[src/rtl/irq_arbiter.sv]
// Fixed-priority external interrupt controller with request/claim/complete sequencing.
// Define IRQ_ARBITER_MTIMER_EN to add a 64-bit machine timer as source id 31.
module irq_arbiter #(
    parameter int NSRC = 8
) (
    input  logic            clk,
    input  logic            rst,
    input  logic [NSRC-1:0] irq_src,
    input  logic            mie,
    input  logic            trap_taken,
    input  logic            bus_re,
    input  logic            bus_we,
    input  logic [4:0]      bus_addr,
    input  logic [31:0]     bus_wdata,
    output logic [31:0]     bus_rdata,
    output logic            interrupt,
    output logic            busy
);

    typedef enum logic [1:0] {
        IDLE       = 2'd0,
        REQ        = 2'd1,
        WAIT_CLAIM = 2'd2,
        SERVICE    = 2'd3
    } state_t;

    localparam logic [2:0] A_PENDING    = 3'd0;
    localparam logic [2:0] A_ENABLE     = 3'd1;
    localparam logic [2:0] A_CLAIM      = 3'd2;
    localparam logic [2:0] A_COMPLETE   = 3'd3;
    localparam logic [2:0] A_MTIME_LO   = 3'd4;
    localparam logic [2:0] A_MTIME_HI   = 3'd5;
    localparam logic [2:0] A_MTCMP_LO   = 3'd6;
    localparam logic [2:0] A_MTCMP_HI   = 3'd7;
    localparam logic [4:0] TIMER_ID     = 5'd31;

    state_t          state_reg;
    logic [NSRC-1:0] prev_src_reg;
    logic [NSRC-1:0] pending_reg;
    logic [NSRC-1:0] pending_next;
    logic [NSRC-1:0] enable_reg;
    logic [4:0]      in_service_reg;
    logic [31:0]     bus_rdata_reg;
    logic [31:0]     rdata_next;

    logic [2:0]      word_addr;
    logic            claim_rd;
    logic            complete_wr;
    logic            enable_wr;
    logic [4:0]      ext_id;
    logic [4:0]      win_id;
    logic            timer_pend;
    logic [NSRC-1:0] src_rise;
    logic [NSRC-1:0] claim_clr;
    logic            unused_bits;

    assign word_addr   = bus_addr[4:2];
    assign claim_rd    = bus_re && (word_addr == A_CLAIM);
    assign complete_wr = bus_we && (word_addr == A_COMPLETE);
    assign enable_wr   = bus_we && (word_addr == A_ENABLE);
    assign unused_bits = &{1'b0, bus_addr[1:0], bus_wdata};

    // Lowest enabled pending source wins among the external lines.
    always_comb begin
        ext_id = '0;
        for (int i = NSRC - 1; i >= 0; i--) begin
            if (pending_reg[i] && enable_reg[i]) begin
                ext_id = 5'(i + 1);
            end
        end
    end

    assign win_id = timer_pend ? TIMER_ID : ext_id;

    // Claim clears only the external winner; a new edge in the same cycle keeps the bit set.
    for (genvar gi = 0; gi < NSRC; gi++) begin : g_src
        assign src_rise[gi]     = irq_src[gi] & ~prev_src_reg[gi];
        assign claim_clr[gi]    = claim_rd && !timer_pend && (ext_id == 5'(gi + 1));
        assign pending_next[gi] = src_rise[gi] | (pending_reg[gi] & ~claim_clr[gi]);
    end

`ifdef IRQ_ARBITER_MTIMER_EN
    logic [63:0] mtime_reg;
    logic [63:0] mtimecmp_reg;

    assign timer_pend = (mtime_reg >= mtimecmp_reg);

    always_ff @(posedge clk) begin
        if (rst) begin
            mtime_reg    <= '0;
            mtimecmp_reg <= '1;
        end else begin
            if (bus_we && word_addr == A_MTIME_LO) begin
                mtime_reg <= {mtime_reg[63:32], bus_wdata};
            end else if (bus_we && word_addr == A_MTIME_HI) begin
                mtime_reg <= {bus_wdata, mtime_reg[31:0]};
            end else begin
                mtime_reg <= mtime_reg + 64'd1;
            end
            if (bus_we && word_addr == A_MTCMP_LO) begin
                mtimecmp_reg[31:0] <= bus_wdata;
            end
            if (bus_we && word_addr == A_MTCMP_HI) begin
                mtimecmp_reg[63:32] <= bus_wdata;
            end
        end
    end
`else
    assign timer_pend = 1'b0;
`endif

    // Read data reflects state before any same-cycle write.
    always_comb begin
        rdata_next = '0;
        case (word_addr)
            A_PENDING:  rdata_next = 32'(pending_reg);
            A_ENABLE:   rdata_next = 32'(enable_reg);
            A_CLAIM:    rdata_next = 32'(win_id);
            A_COMPLETE: rdata_next = 32'(in_service_reg);
`ifdef IRQ_ARBITER_MTIMER_EN
            A_MTIME_LO: rdata_next = mtime_reg[31:0];
            A_MTIME_HI: rdata_next = mtime_reg[63:32];
            A_MTCMP_LO: rdata_next = mtimecmp_reg[31:0];
            A_MTCMP_HI: rdata_next = mtimecmp_reg[63:32];
`endif
            default:    rdata_next = '0;
        endcase
    end

    always_ff @(posedge clk) begin
        if (rst) begin
            state_reg      <= IDLE;
            prev_src_reg   <= '0;
            pending_reg    <= '0;
            enable_reg     <= '0;
            in_service_reg <= '0;
            bus_rdata_reg  <= '0;
        end else begin
            prev_src_reg <= irq_src;
            pending_reg  <= pending_next;
            if (enable_wr) begin
                enable_reg <= bus_wdata[NSRC-1:0];
            end
            if (bus_re) begin
                bus_rdata_reg <= rdata_next;
            end
            case (state_reg)
                IDLE: begin
                    if (mie && win_id != 5'd0) begin
                        state_reg <= REQ;
                    end
                end
                REQ: begin
                    if (trap_taken) begin
                        state_reg <= WAIT_CLAIM;
                    end else if (win_id == 5'd0 || !mie) begin
                        state_reg <= IDLE;
                    end
                end
                WAIT_CLAIM: begin
                    if (claim_rd) begin
                        if (win_id != 5'd0) begin
                            state_reg      <= SERVICE;
                            in_service_reg <= win_id;
                        end else begin
                            state_reg <= IDLE;
                        end
                    end
                end
                SERVICE: begin
                    if (complete_wr && bus_wdata[4:0] == in_service_reg) begin
                        state_reg      <= IDLE;
                        in_service_reg <= '0;
                    end
                end
                default: state_reg <= IDLE;
            endcase
        end
    end

    assign bus_rdata = bus_rdata_reg;
    assign interrupt = (state_reg == REQ);
    assign busy      = (state_reg == SERVICE);

endmodule

[config.mk]
export PLATFORM = sky130hd
export DESIGN_NAME = irq_arbiter
export DESIGN_NICKNAME = d
export VERILOG_FILES = /design/src/rtl/irq_arbiter.sv
export SDC_FILE = /design/constraint.sdc
export NUM_CORES = 1
export LEC_CHECK = 0
export ABC_AREA = 1
export CORE_ASPECT_RATIO = 1.4
export CORE_MARGIN = 2
export CORE_UTILIZATION = 42
export DETAILED_ROUTE_END_ITERATION = 10
export HOLD_SLACK_MARGIN = 0.06
export PLACE_DENSITY_LB_ADDON = 0.15
export SYNTH_ARGS = -nofsm -noshare
export SYNTH_HDL_FRONTEND = slang
export SYNTH_SLANG_ARGS = --single-unit
[constraint.sdc]
create_clock -name clk -period 1.92 [get_ports clk]
set_clock_uncertainty 0.15 [all_clocks]
set_input_delay 0.384 -clock clk [delete_from_list [all_inputs] [get_ports clk]]
set_output_delay 0.384 -clock clk [all_outputs]
set_load 0.05 [all_outputs]
==> flow_summary_export.csv, run 1 <==
group,metric,value,unit
status,outcome,"complete, no violations",
run,drv_cap,0,
worst_setup_path,ff2ff_setup_slack,0.18,ns
clock_network,clock_path_buffers,2,
worst_setup_path,critPathKind,"in2reg",
die,dieArea,5286,sq um
sta,fmax,0.5630,GHz
worst_setup_path,worst_setup_path_start_kind,"input pin",
placement,place_ws,-0.2341,ns
sta,finalCriticalPeriod,1.776,ns
clock_network,cts_max_level,2,
drt,drt_first_pass_iters,4,
worst_setup_path,timing.rr.end,"in_service_reg[2]",
sta,setup_ws,0.1437,ns
layout,final_common_cell,"nand2_1",
clock_network,cts_setup_buffers,0,
clock_network,cts_inserted_buffers,5,
layout,stdcell_count,407,
sta,grt_setup_unrepaired,"yes",
sta,final_hold_viol_count,0,
placement,routabilityCongestion,0.8300,
clock_network,cts_resized,0,
die,io-pin-count,85,
die,fp.dieW,62.02,um
worst_setup_path,r2r-start,"enable_reg[2]",
worst_setup_path,crit_end,"in_service_reg[2]",
die,num_rows,29,
die,start_util,43.64,%
logic_synthesis,yosysUniqueCellTypes,27,
layout,nFillCells,476,
power_and_ir_drop,ir_drop,0.3374,mV
logic_synthesis,ys_seq_area_share,38.43,%
logic_synthesis,syn_avg_cell_area,6.756,sq um
layout,final_nets,397,
placement,io_buffers,34,
power_and_ir_drop,power.leakage,0.001165,uW
worst_setup_path,rr_worst_depth,11,
drt,drt-total-wl,4.424,mm
global_routing,grt_pass1_vias,1735,
layout,drive_gt1_share,14.49,%
layout,antennaDiodeCount,0,
die,coreArea,4536,sq um
drt,drt-initial-drc-count,54,
logic_synthesis,synthCells,293,
drt,drtAntennaViolNets,0,
die,dieHeight,85.23,um
global_routing,grt_first_pass_wirelength,7.590,mm
clock_network,ctsHoldBuffers,0,
layout,utilization,55.67,%
sta,finalCritPeriodShare,92.51,%
worst_setup_path,crit_path_end_kind,"register",
logic_synthesis,yosys_register_bits,38,
clock_network,clkSinkCount,38,
global_routing,grt_max_degree,28,
clock_network,cts_tree,"built",
worst_setup_path,setup.worst_path.start,"bus_addr[2]",
layout,regArea,760.7,sq um
layout,area_growth,27.56,%
global_routing,grt_usage,19.22,%
sta,slew_violations,0,
placement,dp_hpwl,3.412,mm
clock_network,cts_root_buf,"clkbuf_8",
placement,place_inst,401,
worst_setup_path,cp_max_fo,8,
clock_network,path_clk_slew,0.07,ns
layout,mostFrequentLayoutCells,"70 x nand2_1, 38 x dfxtp_1, 34 x inv_1, 34 x nor2_1",
global_routing,grt_antenna_before_repair,0,
drt,post_drt_wl_per_cell,10.87,um
drt,vias_per_cell,4.592,
sta,finalSetupTns,0,ns
min_path,worstHoldPathType,"reg2reg",
sta,setup_viol,0,
drt,num_vias,1869,
drt,drc_errors,0,
power_and_ir_drop,p_per_area,684.8,nW/um^2
logic_synthesis,ys_warn_count,0,
clock_network,insertion_delay,0.29,ns
worst_setup_path,critPathRequiredTime,1.95,ns
logic_synthesis,syn_area,1979,sq um
layout,multi_input_area,964.7,sq um
worst_setup_path,crit_arrival,1.81,ns
global_routing,grt_overflow_total,0,
report_power, final:
group          internal (uW)  total [uW]  switching, uW  leakage [uW]
sequential               822         845           23.4      0.000311
clock                    277         541            264     0.0000431
combinational            116         343            226      0.000811
per-stage QoR:
stage / cell area (sq um) / power, uW / hold slack (ns)
5_1_grt: 2525 / 1828 / 0.3116
2_1_floorplan: 2066 / 1121 / 0.2580
4_1_cts: 2512 / 1739 / 0.2834
6_report: 2525 / 1729 / 0.2797
3_3_place_gp: 2430 / 1202 / 0.2613
3_5_place_dp: 2430 / 1206 / 0.2751
area by class of cell:
type	instances	area share (%)
Tap cell	62	3.072
Multi-Input combinational cell	211	38.21
Sequential cell	38	30.13
Clock buffer	6	3.271
Inverter	37	5.500
Timing Repair Buffer	53	19.82
worst max-delay path, stage by stage:
cell and delay, ns:
clkdlybuf4s50_1 0.44, inv_1 0.08, nand3_1 0.11, nor2_1 0.11, inv_1 0.09, nand2_1 0.10, nand2_2 0.08, a21oi_4 0.21
nand2_1 0.08, o21ai_1 0.07, nor2_1 0.05
worst min path at each step:
| stage | slack [ns] | to | cells past startpoint | start |
|---|---|---|---|---|
| 2_1_floorplan | 0.26 | pending_reg[0] | 1 | prev_src_reg[0] |
| 3_3_place_gp | 0.26 | pending_reg[7] | 1 | prev_src_reg[7] |
| 3_5_place_dp | 0.28 | pending_reg[0] | 1 | prev_src_reg[0] |
| 4_1_cts | 0.28 | pending_reg[0] | 1 | prev_src_reg[0] |
| 5_1_grt | 0.31 | pending_reg[0] | 1 | prev_src_reg[0] |
| 6_report | 0.28 | pending_reg[0] | 1 | prev_src_reg[0] |
synthesized netlist by cell type (all sizes together):
master,instances,area [sq um]
nand2,75,304.0
dfxtp,38,760.7
inv,37,138.9
nor2,36,140.1
a21oi,29,156.4
buf,27,197.7
o21ai,21,105.1
nand3,11,60.06
o22ai,4,25.02
clkbuf,3,11.26
nand4,3,25.02
nor3,3,15.01
a221oi,1,8.760
a31oi,1,6.260
conb,1,3.750
o211ai,1,7.510
o21bai,1,7.510
or2,1,6.260
metal layers:
layer / wire (um) / GRT usage [%] / vias to the layer above
met1: 1860 / 22.25 / 828
met4: 91 / 8.511 / 0
met2: 2320 / 32.77 / 45
li1: - / - / 987
met3: 152 / 3.659 / 9
met5: 0 / 0 / -
cells by family after synthesis:
group	synth area share [%]
AOI/OAI and AO/OA	15.99
other	0.1895
DFF	38.43
buffers and inverters	17.57
and+or+nand+nor	27.81
Power figures use the tool's default switching activity.
==> run 2, diff against run 1 <==
--- a/config.mk
+++ b/config.mk
@@ -5,10 +5,9 @@
 export SDC_FILE = /design/constraint.sdc
 export NUM_CORES = 1
 export LEC_CHECK = 0
-export ABC_AREA = 1
 export CORE_ASPECT_RATIO = 1.4
 export CORE_MARGIN = 2
-export CORE_UTILIZATION = 42
+export CORE_UTILIZATION = 43
 export DETAILED_ROUTE_END_ITERATION = 10
 export HOLD_SLACK_MARGIN = 0.06
 export PLACE_DENSITY_LB_ADDON = 0.15
==> run 2 against run 1 <==
Register-to-register slack got worse by 0.17 ns. Area after synthesis rose by 2.5%. Clock-buffer cell count up 1. Via count down 4.7%. Maximum frequency fell by 6.9%. Clock power rose by 4.6%. Synthesized cell count shrank 22%. Wire length increased by 5.8%. Die area up 0.13%. Worst setup slack worse by 0.13 ns. Largest power group unchanged. Highest routed layer unchanged.
==> flow_summary_export.csv, run 2 <==
group,metric,value,unit
status,outcome,"complete, no violations",
layout,drive_gt1_share,21.99,%
logic_synthesis,syn_avg_cell_area,8.824,sq um
logic_synthesis,yosys.area.top_type_share,37.48,%
logic_synthesis,synthCells,230,
sta,final_hold_viol_count,0,
die,dieHeight,85.29,um
power_and_ir_drop,ir_drop,0.5368,mV
logic_synthesis,synth_common_cells,"38 x dfxtp_1, 24 x buf_4, 22 x nor2_1",
power_and_ir_drop,p_per_area,652.1,nW/um^2
layout,mostFrequentLayoutCells,"37 x dfxtp_1, 34 x buf_4, 24 x conb_1",
die,io-pin-count,85,
worst_setup_path,crit_path_end_kind,"register",
worst_setup_path,rr_worst_depth,7,
logic_synthesis,synth_edf_count,0,
drt,drt-initial-drc-count,80,
worst_setup_path,cp_max_fo,6,
sta,hold_ws,0.2980,ns
global_routing,grt_antenna_before_repair,0,
sta,grt_setup_unrepaired,"yes",
clock_network,cts_root_buf,"clkbuf_8",
die,coreArea,4536,sq um
logic_synthesis,yosys-top-cells-area,"dfxtp_1 37%, buf_4 8.9%, mux2i_1 5.9%, nor2b_1 5.2%, a21oi_1 4.2%",
logic_synthesis,yosys_register_bits,38,
sta,finalCriticalPeriod,1.907,ns
min_path,hold_depth,2,
drt,drc_errors,0,
min_path,worstHoldPathType,"reg2reg",
logic_synthesis,ys_seq_area_share,37.48,%
worst_setup_path,r2r-start,"enable_reg[2]",
clock_network,cts_max_level,2,
drt,post_drt_wl_per_cell,13.26,um
sta,slew_violations,0,
layout,nFillCells,417,
clock_network,path_clk_slew,0.07,ns
die,fp.dieW,62.06,um
clock_network,cts_inserted_buffers,5,
power_and_ir_drop,power,1739,uW
layout,final_common_cell,"dfxtp_1",
drt,vias_per_cell,5.048,
placement,routabilityCongestion,0.9125,
drt,drtAntennaViolNets,0,
worst_setup_path,timing.rr.end,"in_service_reg[3]",
sta,setup_viol,0,
worst_setup_path,ff2ff_setup_slack,0.01,ns
clock_network,cts_tree,"built",
clock_network,clock_path_buffers,2,
min_path,hold_end,"bus_rdata[3]",
clock_network,clkSinkCount,38,
die,start_util,44.74,%
worst_setup_path,critPathMaxStageDelay,0.45,ns
placement,dpl_cell_area,2526,sq um
placement,io_buffers,34,
min_path,min_from,"bus_rdata[3]",
logic_synthesis,syn_area,2029,sq um
global_routing,grt_pass1_vias,1668,
drt,num_vias,1782,
global_routing,grt_max_degree,37,
logic_synthesis,synth-async-reset-ratio,0,%
global_routing,grt_usage,19.52,%
global_routing,grt_overflow_total,0,
worst_setup_path,slowest_stage,"a222oi_1",
drt,drt_first_pass_iters,4,
sta,finalSetupTns,0,ns
sta,fmax,0.5243,GHz
worst_setup_path,setup.worst_path.start,"enable_reg[2]",
die,dieArea,5293,sq um
logic_synthesis,post-synth-top-area-cell,"dfxtp_1",
logic_synthesis,yosysMostFrequentCell,"dfxtp_1",
logic_synthesis,synth_ff_type,"dfxtp_1",
placement,dp_hpwl,3.588,mm
power_and_ir_drop,power.leakage,0.001064,uW
worst_setup_path,crit_arrival,1.95,ns
global_routing,grt_first_pass_wirelength,7.686,mm
worst_setup_path,crit_chain,"a222oi_1 > buf_4 > nand3_4 > o31ai_4 > buf_6 > o21ai_1 > o41ai_1",
layout,final_nets,341,
logic_synthesis,ys_warn_count,0,
worst_setup_path,critPathKind,"reg2reg",
die,num_rows,29,
run,drv_cap,0,
worst_setup_path,critPathRequiredTime,1.96,ns
worst_setup_path,worst_setup_path_start_kind,"register",
logic_synthesis,yosysUniqueCellTypes,43,
clock_network,insertion_delay,0.29,ns
layout,antennaDiodeCount,0,
layout,final_cell_area,2666,sq um
sta,finalCritPeriodShare,99.34,%
layout,area_growth,31.38,%
drt,drt-total-wl,4.682,mm
==> run 2: what timing repair did <==
action / CTS / global route
setup endpoints to repair: 12 / 12
setup buffers: 0 / 2
hold buffers: 0 / 0
pin swaps: 7 / 3
gates resized for setup: 11 / 8
==> run 2: routing by layer <==
layer / track usage [%] / share of wire (%)
met4: 10.64 / 3.6
met5: 0 / 0
met3: 5.030 / 5.3
met2: 30.11 / 50
met1: 23.92 / 41
==> run 2: through the flow <==
stage / std cells / utilization (%) / setup WS, ns
3_5_place_dp: 343 / 55.70 / -0.3661
5_1_grt: 353 / 58.79 / -0.03369
2_1_floorplan: 253 / - / -0.008472
4_1_cts: 351 / 57.68 / 0.007455
3_3_place_gp: 343 / 55.70 / -0.3861
6_report: 353 / 58.79 / 0.01272
==> run 2: worst max-delay path: cells and delay by family, from the launching register on <==
family / cells / cell delay, ns
AO/OA/AOI/OAI: 4 / 0.81
buffers and inverters: 2 / 0.40
flip-flops: 1 / 0.36
AND/OR/NAND/NOR: 1 / 0.08
==> run 2: kinds of logic after synthesis <==
kind of cell,synth area share [%]
simple gates,20.72
other cells,0.1848
compound gates,20.04
mux,8.138
flops,37.48
buf+inv,11.71
xor+xnor,1.726
==> run 2: area by class of cell <==
class | count | area (sq um) | area share (%)
Multi-Input combinational cell | 180 | 1159 | 43.45
Sequential cell | 38 | 764.5 | 28.67
Timing Repair Buffer | 63 | 566.8 | 21.26
Clock buffer | 7 | 86.33 | 3.238
Tap cell | 62 | 77.57 | 2.909
Inverter | 2 | 7.507 | 0.2816
Clock inverter | 1 | 5.005 | 0.1877
==> run 2: how the worst max path moves through the flow <==
stage	endpoint	slack, ns
2_1_floorplan	in_service_reg[0]	-0.008
3_3_place_gp	in_service_reg[0]	-0.39
3_5_place_dp	in_service_reg[0]	-0.37
4_1_cts	in_service_reg[3]	0.007
5_1_grt	in_service_reg[1]	-0.03
6_report	in_service_reg[3]	0.01
==> run 2: where the power goes <==
group | total [uW] | switching (uW) | internal (uW)
Sequential | 839 | 23.6 | 816
Combinational | 334 | 209 | 125
Clock | 566 | 276 | 290
==> run 3, diff against run 2 <==
--- a/config.mk
+++ b/config.mk
@@ -8,6 +8,8 @@
 export CORE_ASPECT_RATIO = 1.4
 export CORE_MARGIN = 2
 export CORE_UTILIZATION = 43
+export CTS_CLUSTER_DIAMETER = 120
+export CTS_CLUSTER_SIZE = 20
 export DETAILED_ROUTE_END_ITERATION = 10
 export HOLD_SLACK_MARGIN = 0.06
 export PLACE_DENSITY_LB_ADDON = 0.15
==> results of run 3 <==
Final layout, timing and power as in run 2 (identical DEF).
